[config.mk]
export PLATFORM = sky130hd
export DESIGN_NAME = rr_arbiter4_flat
export DESIGN_NICKNAME = d
export VERILOG_FILES = /design/src/rtl/rr_arbiter4_if.sv /design/src/rtl/rr_arbiter4.sv /design/src/flat_wrapper.sv
export SDC_FILE = /design/constraint.sdc
export NUM_CORES = 1
export LEC_CHECK = 0
export ABC_AREA = 1
export ABC_CLOCK_PERIOD_IN_PS = 1900
export BUFFER_PORTS_ARGS = -buffer_cell sky130_fd_sc_hd__buf_2
export CAP_MARGIN = 0
export CORE_ASPECT_RATIO = 1.25
export CORE_UTILIZATION = 50
export CTS_BUF_LIST = sky130_fd_sc_hd__clkbuf_8
export CTS_CLUSTER_SIZE = 12
export DETAILED_ROUTE_END_ITERATION = 10
export GPL_TIMING_DRIVEN = 1
export HOLD_SLACK_MARGIN = 0.03
export PLACE_DENSITY = 0.71
export SYNTH_ARGS = -nofsm -noshare
export SYNTH_HDL_FRONTEND = slang
export SYNTH_SLANG_ARGS = --single-unit
[constraint.sdc]
create_clock -name clk -period 1.9 [get_ports clk]
set_input_delay 0.095 -clock clk [delete_from_list [all_inputs] [get_ports clk]]
set_output_delay 0.095 -clock clk [all_outputs]
set_load 0.1 [all_outputs]
[src/rtl/rr_arbiter4_if.sv]
// -----------------------------------------------------------------------------
// rr_arbiter4_if
// Bundle of the request/grant signals shared by the arbiter and its requesters.
//   req      : 4-bit request vector, bit k = requester k wants the resource
//   gnt      : registered one-hot grant, all-zero when idle
//   gnt_idx  : binary index of the current grantee (meaningful when gnt_vld=1)
//   gnt_vld  : high while any grant is active
//   hold_cnt : cycles elapsed in the current tenure (observability)
// Modports:
//   master : arbiter side (consumes req, drives the grant outputs)
//   slave  : requester side (drives req, observes the grant outputs)
// -----------------------------------------------------------------------------
interface rr_arbiter4_if #(
  parameter int CNT_W = 4
);
  logic [3:0]       req;
  logic [3:0]       gnt;
  logic [1:0]       gnt_idx;
  logic             gnt_vld;
  logic [CNT_W-1:0] hold_cnt;

  modport master (
    input  req,
    output gnt, gnt_idx, gnt_vld, hold_cnt
  );

  modport slave (
    output req,
    input  gnt, gnt_idx, gnt_vld, hold_cnt
  );
endinterface

[src/rtl/rr_arbiter4.sv]
// -----------------------------------------------------------------------------
// rr_arbiter4
// Four-way round-robin arbiter with a bounded grant tenure. A grantee keeps the
// resource until it drops its request, or until it has held it for MAX_HOLD
// cycles while another requester is waiting. Hand-overs happen on the same edge
// as the release, so there is no idle bubble between tenures.
// Ports:
//   clk : system clock, rising edge
//   rst : asynchronous, active-high reset
//   bus : rr_arbiter4_if.master (req in; gnt, gnt_idx, gnt_vld, hold_cnt out)
// Parameters:
//   MAX_HOLD : max consecutive cycles of one tenure under contention (1..15)
//   CNT_W    : hold-counter width, 2**CNT_W > MAX_HOLD
// -----------------------------------------------------------------------------
module rr_arbiter4 #(
  parameter int MAX_HOLD = 8,
  parameter int CNT_W    = 4
) (
  input  logic           clk,
  input  logic           rst,
  rr_arbiter4_if.master  bus
);

  typedef enum logic {
    IDLE = 1'b0,
    BUSY = 1'b1
  } state_t;

  localparam logic [CNT_W-1:0] HOLD_LAST = CNT_W'(MAX_HOLD - 1);

  // First set bit of req searched in the order base+1, base+2, base+3, base.
  // The loop walks the order backwards so the earliest candidate is the one
  // left standing.
  function automatic logic [1:0] rr_pick(input logic [3:0] req,
                                         input logic [1:0] base);
    logic [1:0] idx;
    rr_pick = base;
    for (int k = 4; k >= 1; k--) begin
      idx = base + 2'(k);
      if (req[idx]) rr_pick = idx;
    end
  endfunction

  function automatic logic [3:0] decode(input logic [1:0] idx);
    decode = 4'b0001 << idx;
  endfunction

  state_t           r_state;
  logic [1:0]       r_ptr;
  logic [1:0]       r_gnt_idx;
  logic [3:0]       r_gnt;
  logic             r_gnt_vld;
  logic [CNT_W-1:0] r_hold_cnt;

  logic [3:0] w_others;
  logic [1:0] w_win_idle;
  logic [1:0] w_win_busy;
  logic       w_release;
  logic       w_timeout;

  // Requests other than the current grantee; the grantee is masked out so a
  // forced hand-over can never land back on it.
  assign w_others   = bus.req & ~decode(r_gnt_idx);
  assign w_win_idle = rr_pick(bus.req, r_ptr);
  assign w_win_busy = rr_pick(w_others, r_gnt_idx);
  assign w_release  = ~bus.req[r_gnt_idx];
  assign w_timeout  = (r_hold_cnt == HOLD_LAST) && (|w_others);

  // NOTE: every register below is assigned with <= so all of them update from
  // the same pre-edge values; blocking assignments here would let later lines
  // see already-updated state and break the single-edge hand-over.
  always_ff @(posedge clk or posedge rst) begin
    if (rst) begin
      r_state    <= IDLE;
      r_ptr      <= 2'b11;
      r_gnt_idx  <= 2'b00;
      r_gnt      <= 4'b0000;
      r_gnt_vld  <= 1'b0;
      r_hold_cnt <= '0;
    end else begin
      case (r_state)
        IDLE: begin
          if (|bus.req) begin
            r_gnt_idx  <= w_win_idle;
            r_gnt      <= decode(w_win_idle);
            r_gnt_vld  <= 1'b1;
            r_hold_cnt <= '0;
            r_state    <= BUSY;
          end
        end
        BUSY: begin
          if (w_release || w_timeout) begin
            // Release and timeout share one path: either way the pointer moves
            // to the outgoing grantee and a waiting requester takes over.
            r_ptr      <= r_gnt_idx;
            r_hold_cnt <= '0;
            if (|w_others) begin
              r_gnt_idx <= w_win_busy;
              r_gnt     <= decode(w_win_busy);
            end else begin
              r_gnt     <= 4'b0000;
              r_gnt_vld <= 1'b0;
              r_state   <= IDLE;
            end
          end else if (r_hold_cnt != HOLD_LAST) begin
            // Saturates when nobody else is asking, so a lone grantee never
            // sees the counter wrap.
            r_hold_cnt <= r_hold_cnt + 1'b1;
          end
        end
        default: r_state <= IDLE;
      endcase
    end
  end

  assign bus.gnt      = r_gnt;
  assign bus.gnt_idx  = r_gnt_idx;
  assign bus.gnt_vld  = r_gnt_vld;
  assign bus.hold_cnt = r_hold_cnt;

endmodule

[src/flat_wrapper.sv]
// flat-port wrapper written by rule: the top's interface ports become plain ports
module rr_arbiter4_flat 
#(
  parameter int MAX_HOLD = 8,
  parameter int CNT_W    = 4
)
  (clk, rst, bus_req, bus_gnt, bus_gnt_idx, bus_gnt_vld, bus_hold_cnt);
  rr_arbiter4_if #(.CNT_W(CNT_W)) bus_i ();
  input  logic clk;
  input  logic rst;
  input wire logic [$bits(bus_i.req)-1:0] bus_req;
  output wire logic [$bits(bus_i.gnt)-1:0] bus_gnt;
  output wire logic [$bits(bus_i.gnt_idx)-1:0] bus_gnt_idx;
  output wire logic [$bits(bus_i.gnt_vld)-1:0] bus_gnt_vld;
  output wire logic [$bits(bus_i.hold_cnt)-1:0] bus_hold_cnt;
  assign bus_i.req = bus_req;
  assign bus_gnt = bus_i.gnt;
  assign bus_gnt_idx = bus_i.gnt_idx;
  assign bus_gnt_vld = bus_i.gnt_vld;
  assign bus_hold_cnt = bus_i.hold_cnt;
  rr_arbiter4 #(.MAX_HOLD(MAX_HOLD), .CNT_W(CNT_W)) u_core (.clk(clk), .rst(rst), .bus(bus_i));
endmodule
Yosys cells after proc, flatten, opt, wreduce, memory -nomap -nowiden
Cells that the tools add are included.
Storage, ports and cells
  logic and storage cells: 83
  register bits after elaboration: 14
  output and inout port bits: 11
  input port bits: 6
Operators by class
  mux-type cells: 40
  equal/unequal tests: 7
  bitwise gates (word level): 4
  shifts and indexed selects: 3
  $lt $le $gt $ge: 7
  reductions and logical operators: 9
  add/sub/neg operators: 7
Operators with widths (number)
  $mux 4: 6
  $lt 2x3->1 const B: 7
  $mux 2: 9
  $pmux 4 s2: 2
  $bmux 1 s2: 7
  $mux 1: 13
  $shl 1x2->4 const A: 3
  $add 2x2->2 const B: 4
  $reduce_or 4->1: 2
  $ne 2x2->1 const B: 3
  $reduce_and 2->1: 3
  $reduce_and 3->1: 2
  $add 2x1->2 const B: 2
  $add 4x1->4 const B: 1
  $and 4x4->4: 1
  $eq 4x3->1 const B: 1
  $ne 4x3->1 const B: 1
  $not 4->4: 1
  $pmux 1 s2: 2
  $pmux 2 s2: 1
  $ne 3x3->1 const B: 1
  $ne 2x1->1 const B: 1
  $not 1->1: 2
  $logic_and 1x1->1: 1
  $logic_or 1x1->1: 1

Logic depth before layout (Yosys ltp)
  depth in word-level cells: 12
  gate-level depth with buffers: 15
  mapped depth without buffers: 14

Least setup slack after synthesis
Ideal clock, no wire load.
  path type: register -> register
  start: register u_core.r_gnt_idx[1] (netlist: u_core.bus.gnt_idx[1])
  end: register u_core.r_gnt[2] (netlist: u_core.bus.gnt[2])
  path buffers: 0
  cell stages (with the launch flop): 14
  setup time: 120 ps
  arrival time: 2295 ps
  data required time: 1780 ps
  path slack: -515 ps
  path through: dfrtp_1 -> inv_1 -> ha_1 -> inv_1 -> nand3_1 -> nand2_1 -> inv_1 -> nand2_1 -> nand2_1 -> nand2_1 -> nand3_1 -> nand2_1 -> nand2_1 -> nand2_1
Between the ends
  longest elaborated chain between the ends: 12
  elaborated cells on any way between the ends: 27
  those cells by class: add/sub (3); eq/ne (1); shift (2); mux (14); bitwise (3); reduce/logical (4)
RTL lines
  start: declaration: line rr_arbiter4.sv:50  | logic [1:0] r_gnt_idx;
  start signal: assignment: line rr_arbiter4.sv:84  | r_gnt_idx <= w_win_idle;
  start signal: assignment: line rr_arbiter4.sv:98  | r_gnt_idx <= w_win_busy;
  parallel branches: the longest is 12 deep, another holds $add 2x2->2
  end signal: assignment: line rr_arbiter4.sv:85  | r_gnt <= decode(w_win_idle);
  end signal: assignment: line rr_arbiter4.sv:99  | r_gnt <= decode(w_win_busy);
  end: declaration: line rr_arbiter4.sv:51  | logic [3:0] r_gnt;
Parallel ways; which one is timed is not known. The select of a mux whose other input is x is not followed.
A chain may end at the register's enable or synchronous reset.

Worst setup path in the final report
  start: register u_core.r_gnt_idx[0] (netlist: u_core.bus.gnt_idx[0])
  end: register u_core.r_gnt[2] (netlist: u_core.bus.gnt[2])
Same word-level chain as after synthesis.

==> impl_metrics.yaml <==
outcome:
  status: "finished clean"
routing:
  dr.pass1.iters: 4
  num_vias: 1242
  drc: 0
  drt_iter0_markers: 31
  wire_per_inst_um: 11.56
  ant_nets: 0
  wl_um: 2833
  vias_per_cell: 5.069
clock_tree:
  cts-root-buf: "clkbuf_8"
  cts_tree: "built"
  insertion_delay_ps: 240
  clkSinkCount: 14
  htreeDepth: 1
  clkTransAtPathRegs_ps: 60
  cts-buffers-inserted: 3
  clk_path_buf_depth: 2
sta:
  tightest_slew_ps: 513.6
  finalCritPeriodShare_pct: 93.32
  relSlewSlack_pct: 65.72
  hold_violations: 0
  setup_viol: 0
  finClkSkew_ps: 3.128
  max_freq_ghz: 0.5640
  fin_hold_ws_ps: 422.2
  maxSlewViolCount: 0
  period_minus_slack_ps: 1773
global_routing:
  grt_pass1_vias: 1127
  antenna_found_initial: 0
  grt_usage_pct: 23.02
  grt_overflow: 0
  grt_pass1_wl_um: 4519
  grt_max_degree: 15
synth:
  syn_area_um2: 1217
  ys_warn_count: 0
  synth_area_leaders: "dfrtp_1 (25%), nand2_1 (22%), nand3_1 (8.6%)"
  synth_top_area_share_pct: 24.67
  netlist_instances: 190
  synth-seq-cells: 14
  synth_cell_types: 26
  synth_nets: 201
  yosysTopAreaCell: "dfrtp_1"
  ys_seq_area_share_pct: 28.98
  postSynthAreaPerCell_um2: 6.407
cells_and_area:
  finalNetCount: 226
  insertedDiodeCount: 0
  layout-drive-gt1-share_pct: 29.44
  fin_util_pct: 64.88
  area_growth_pct: 20.35
  fill_cells: 218
die:
  start_util_pct: 53.91
  io_pins: 17
  num_rows: 19
  coreArea_um2: 2258
  dieArea_um2: 2638
  fp.dieW_um: 46.14
  die_h_um: 57.17
setup_path:
  crit_arrival_ps: 1900
  ff2ff_path_depth: 12
  slowest_delay_ps: 540
  endpoint_kind: "flip-flop"
  slowest_stage: "dfrtp_4"
  rrSetupSlack_ps: 130
  cp_max_fo: 7
  critPathKind: "reg -> reg"
  cp_cell_sequence: "clkinv_8 -> ha_4 -> inv_1 -> nand3_2 -> nand2_2 -> inv_1 -> nand3_1 -> nand2_2 -> nand3_1 -> nand2_1 -> nand2_1 -> nand2_1"
  path_common_cell: "nand2_1"
  crit_path_start_kind: "flip-flop"
  reg2reg_to: "u_core.bus.gnt[2]"
  reg2reg_from: "u_core.bus.gnt_idx[0]"
  timing.critical_path.required_ps: 2030
placed_design:
  numPortBuffers: 16
  dpl.hpwl_um: 2151
  place_congestion: 0.8525
flow_run:
  drv_cap: 0
hold_path:
  hold_class: "in -> async"
==> cells in the final DEF (no fill, tap or decap), types with 2 or more instances in the layout <==
cell type  Yosys  routed
o21ai_0       11      10
dfrtp_1       12       7
inv_4          1       2
clkbuf_8       0       3
inv_2          4       4
dfrtp_4        0       2
dfrtp_2        0       3
nand3_1       21      20
buf_2          0      16
nor2_1         5       3
a21oi_1        3       2
nand3_2        1       2
inv_1         24      24
o21ai_2        2       3
buf_4          0       4
nand4_1        6       6
ha_1           5       4
nand2_1       72      70
nor2_2         1       3
dfstp_2        2       2
nand2_2        9      10
==> sequential cells by signal, indices dropped and copies added, names as in the netlist <==
name,flops
u_core.bus.gnt,4
u_core.bus.gnt_vld,1
u_core.bus.hold_cnt,4
u_core.r_ptr,2
u_core.bus.gnt_idx,2
u_core.r_state,1
==> cells by family (layout without fill, tap and decap cells) <==
kind of cell             Yosys count  in the layout  share of synthesized area [%]
AND/OR/NAND/NOR                  119            119                          43.99
XOR/XNOR                           1              1                         0.7196
flip-flops                        14             14                          28.98
adder cells (fa/ha/maj)            5              5                          5.139
AO/OA/AOI/OAI                     19             19                          9.455
buffers and inverters             32             56                          11.72
==> area by class of cell <==
cell class / count / area (um^2) / area share [%]
well taps: 31 / 38.79 / 2.647
multi-input cells: 144 / 762.0 / 52.01
clock inverters: 1 / 3.754 / 0.2562
repair buffers: 22 / 125.1 / 8.540
flip-flops and latches: 14 / 364.1 / 24.85
clock buffers: 3 / 41.29 / 2.818
inverters: 30 / 130.1 / 8.881
==> critical path: cells and delay by family (launching register included) <==
family | cells | cell delay (ps)
adder cells (fa/ha/maj) | 1 | 210
buffers and inverters | 3 | 220
flip-flops | 1 | 540
AND/OR/NAND/NOR | 8 | 690
==> metrics by stage <==
step	area, um^2	TNS [ps]	worst slack [ps]	std cells
floorplan	1241	-3.257	-3.257	190
global placement	1345	0	95.32	236
detailed placement	1345	0	66.68	236
CTS	1400	0	46.80	241
global route	1465	-13.98	-8.448	245
finish	1465	0	126.9	245
==> worst max-delay path by stage <==
| stage | start | endpoint | cells after the start |
|---|---|---|---|
| 3_3_place_gp | u_core.bus.gnt_idx[0] | u_core.bus.gnt[2] | 12 |
| 5_1_grt | u_core.bus.gnt_idx[0] | u_core.bus.gnt[1] | 14 |
| 6_report | u_core.bus.gnt_idx[0] | u_core.bus.gnt[2] | 12 |
| 4_1_cts | u_core.bus.gnt_idx[0] | u_core.bus.gnt[2] | 12 |
| 2_1_floorplan | u_core.bus.gnt_idx[1] | u_core.bus.gnt[2] | 13 |
| 3_5_place_dp | u_core.bus.gnt_idx[0] | u_core.bus.gnt_idx[0] | 12 |
==> layer usage <==
layer / routed length [um] / vias up / GRT usage, % / share of wire, %
met1: 1269 / 566 / 27.33 / 45
met2: 1459 / 26 / 41.85 / 52
met5: 0 / - / 0 / 0
li1: - / 648 / - / -
met4: 14 / 0 / 7.143 / 0.49
met3: 89 / 2 / 1.899 / 3.1
==> what timing repair did <==
item / 4_1_cts / 5_1_grt
endpoints found under the hold margin: 12 / 0
hold buffers: 1 / 0
gates resized for setup: 0 / 13
setup buffers: 0 / 4
endpoints found under the setup margin: 0 / 9
==> synth_stat cells (all sizes together) <==
master	n
nor2	7
dfstp	2
or2	2
inv	30
buf	2
xor2	1
nand4	6
o21ai	14
nand3	22
nor3	1
ha	5
a21oi	4
o22ai	1
dfrtp	12
nand2	81
Power is left out: the tool's default activity adds up to more than one toggle a clock period on the data nets, which glitch-free logic cannot reach.
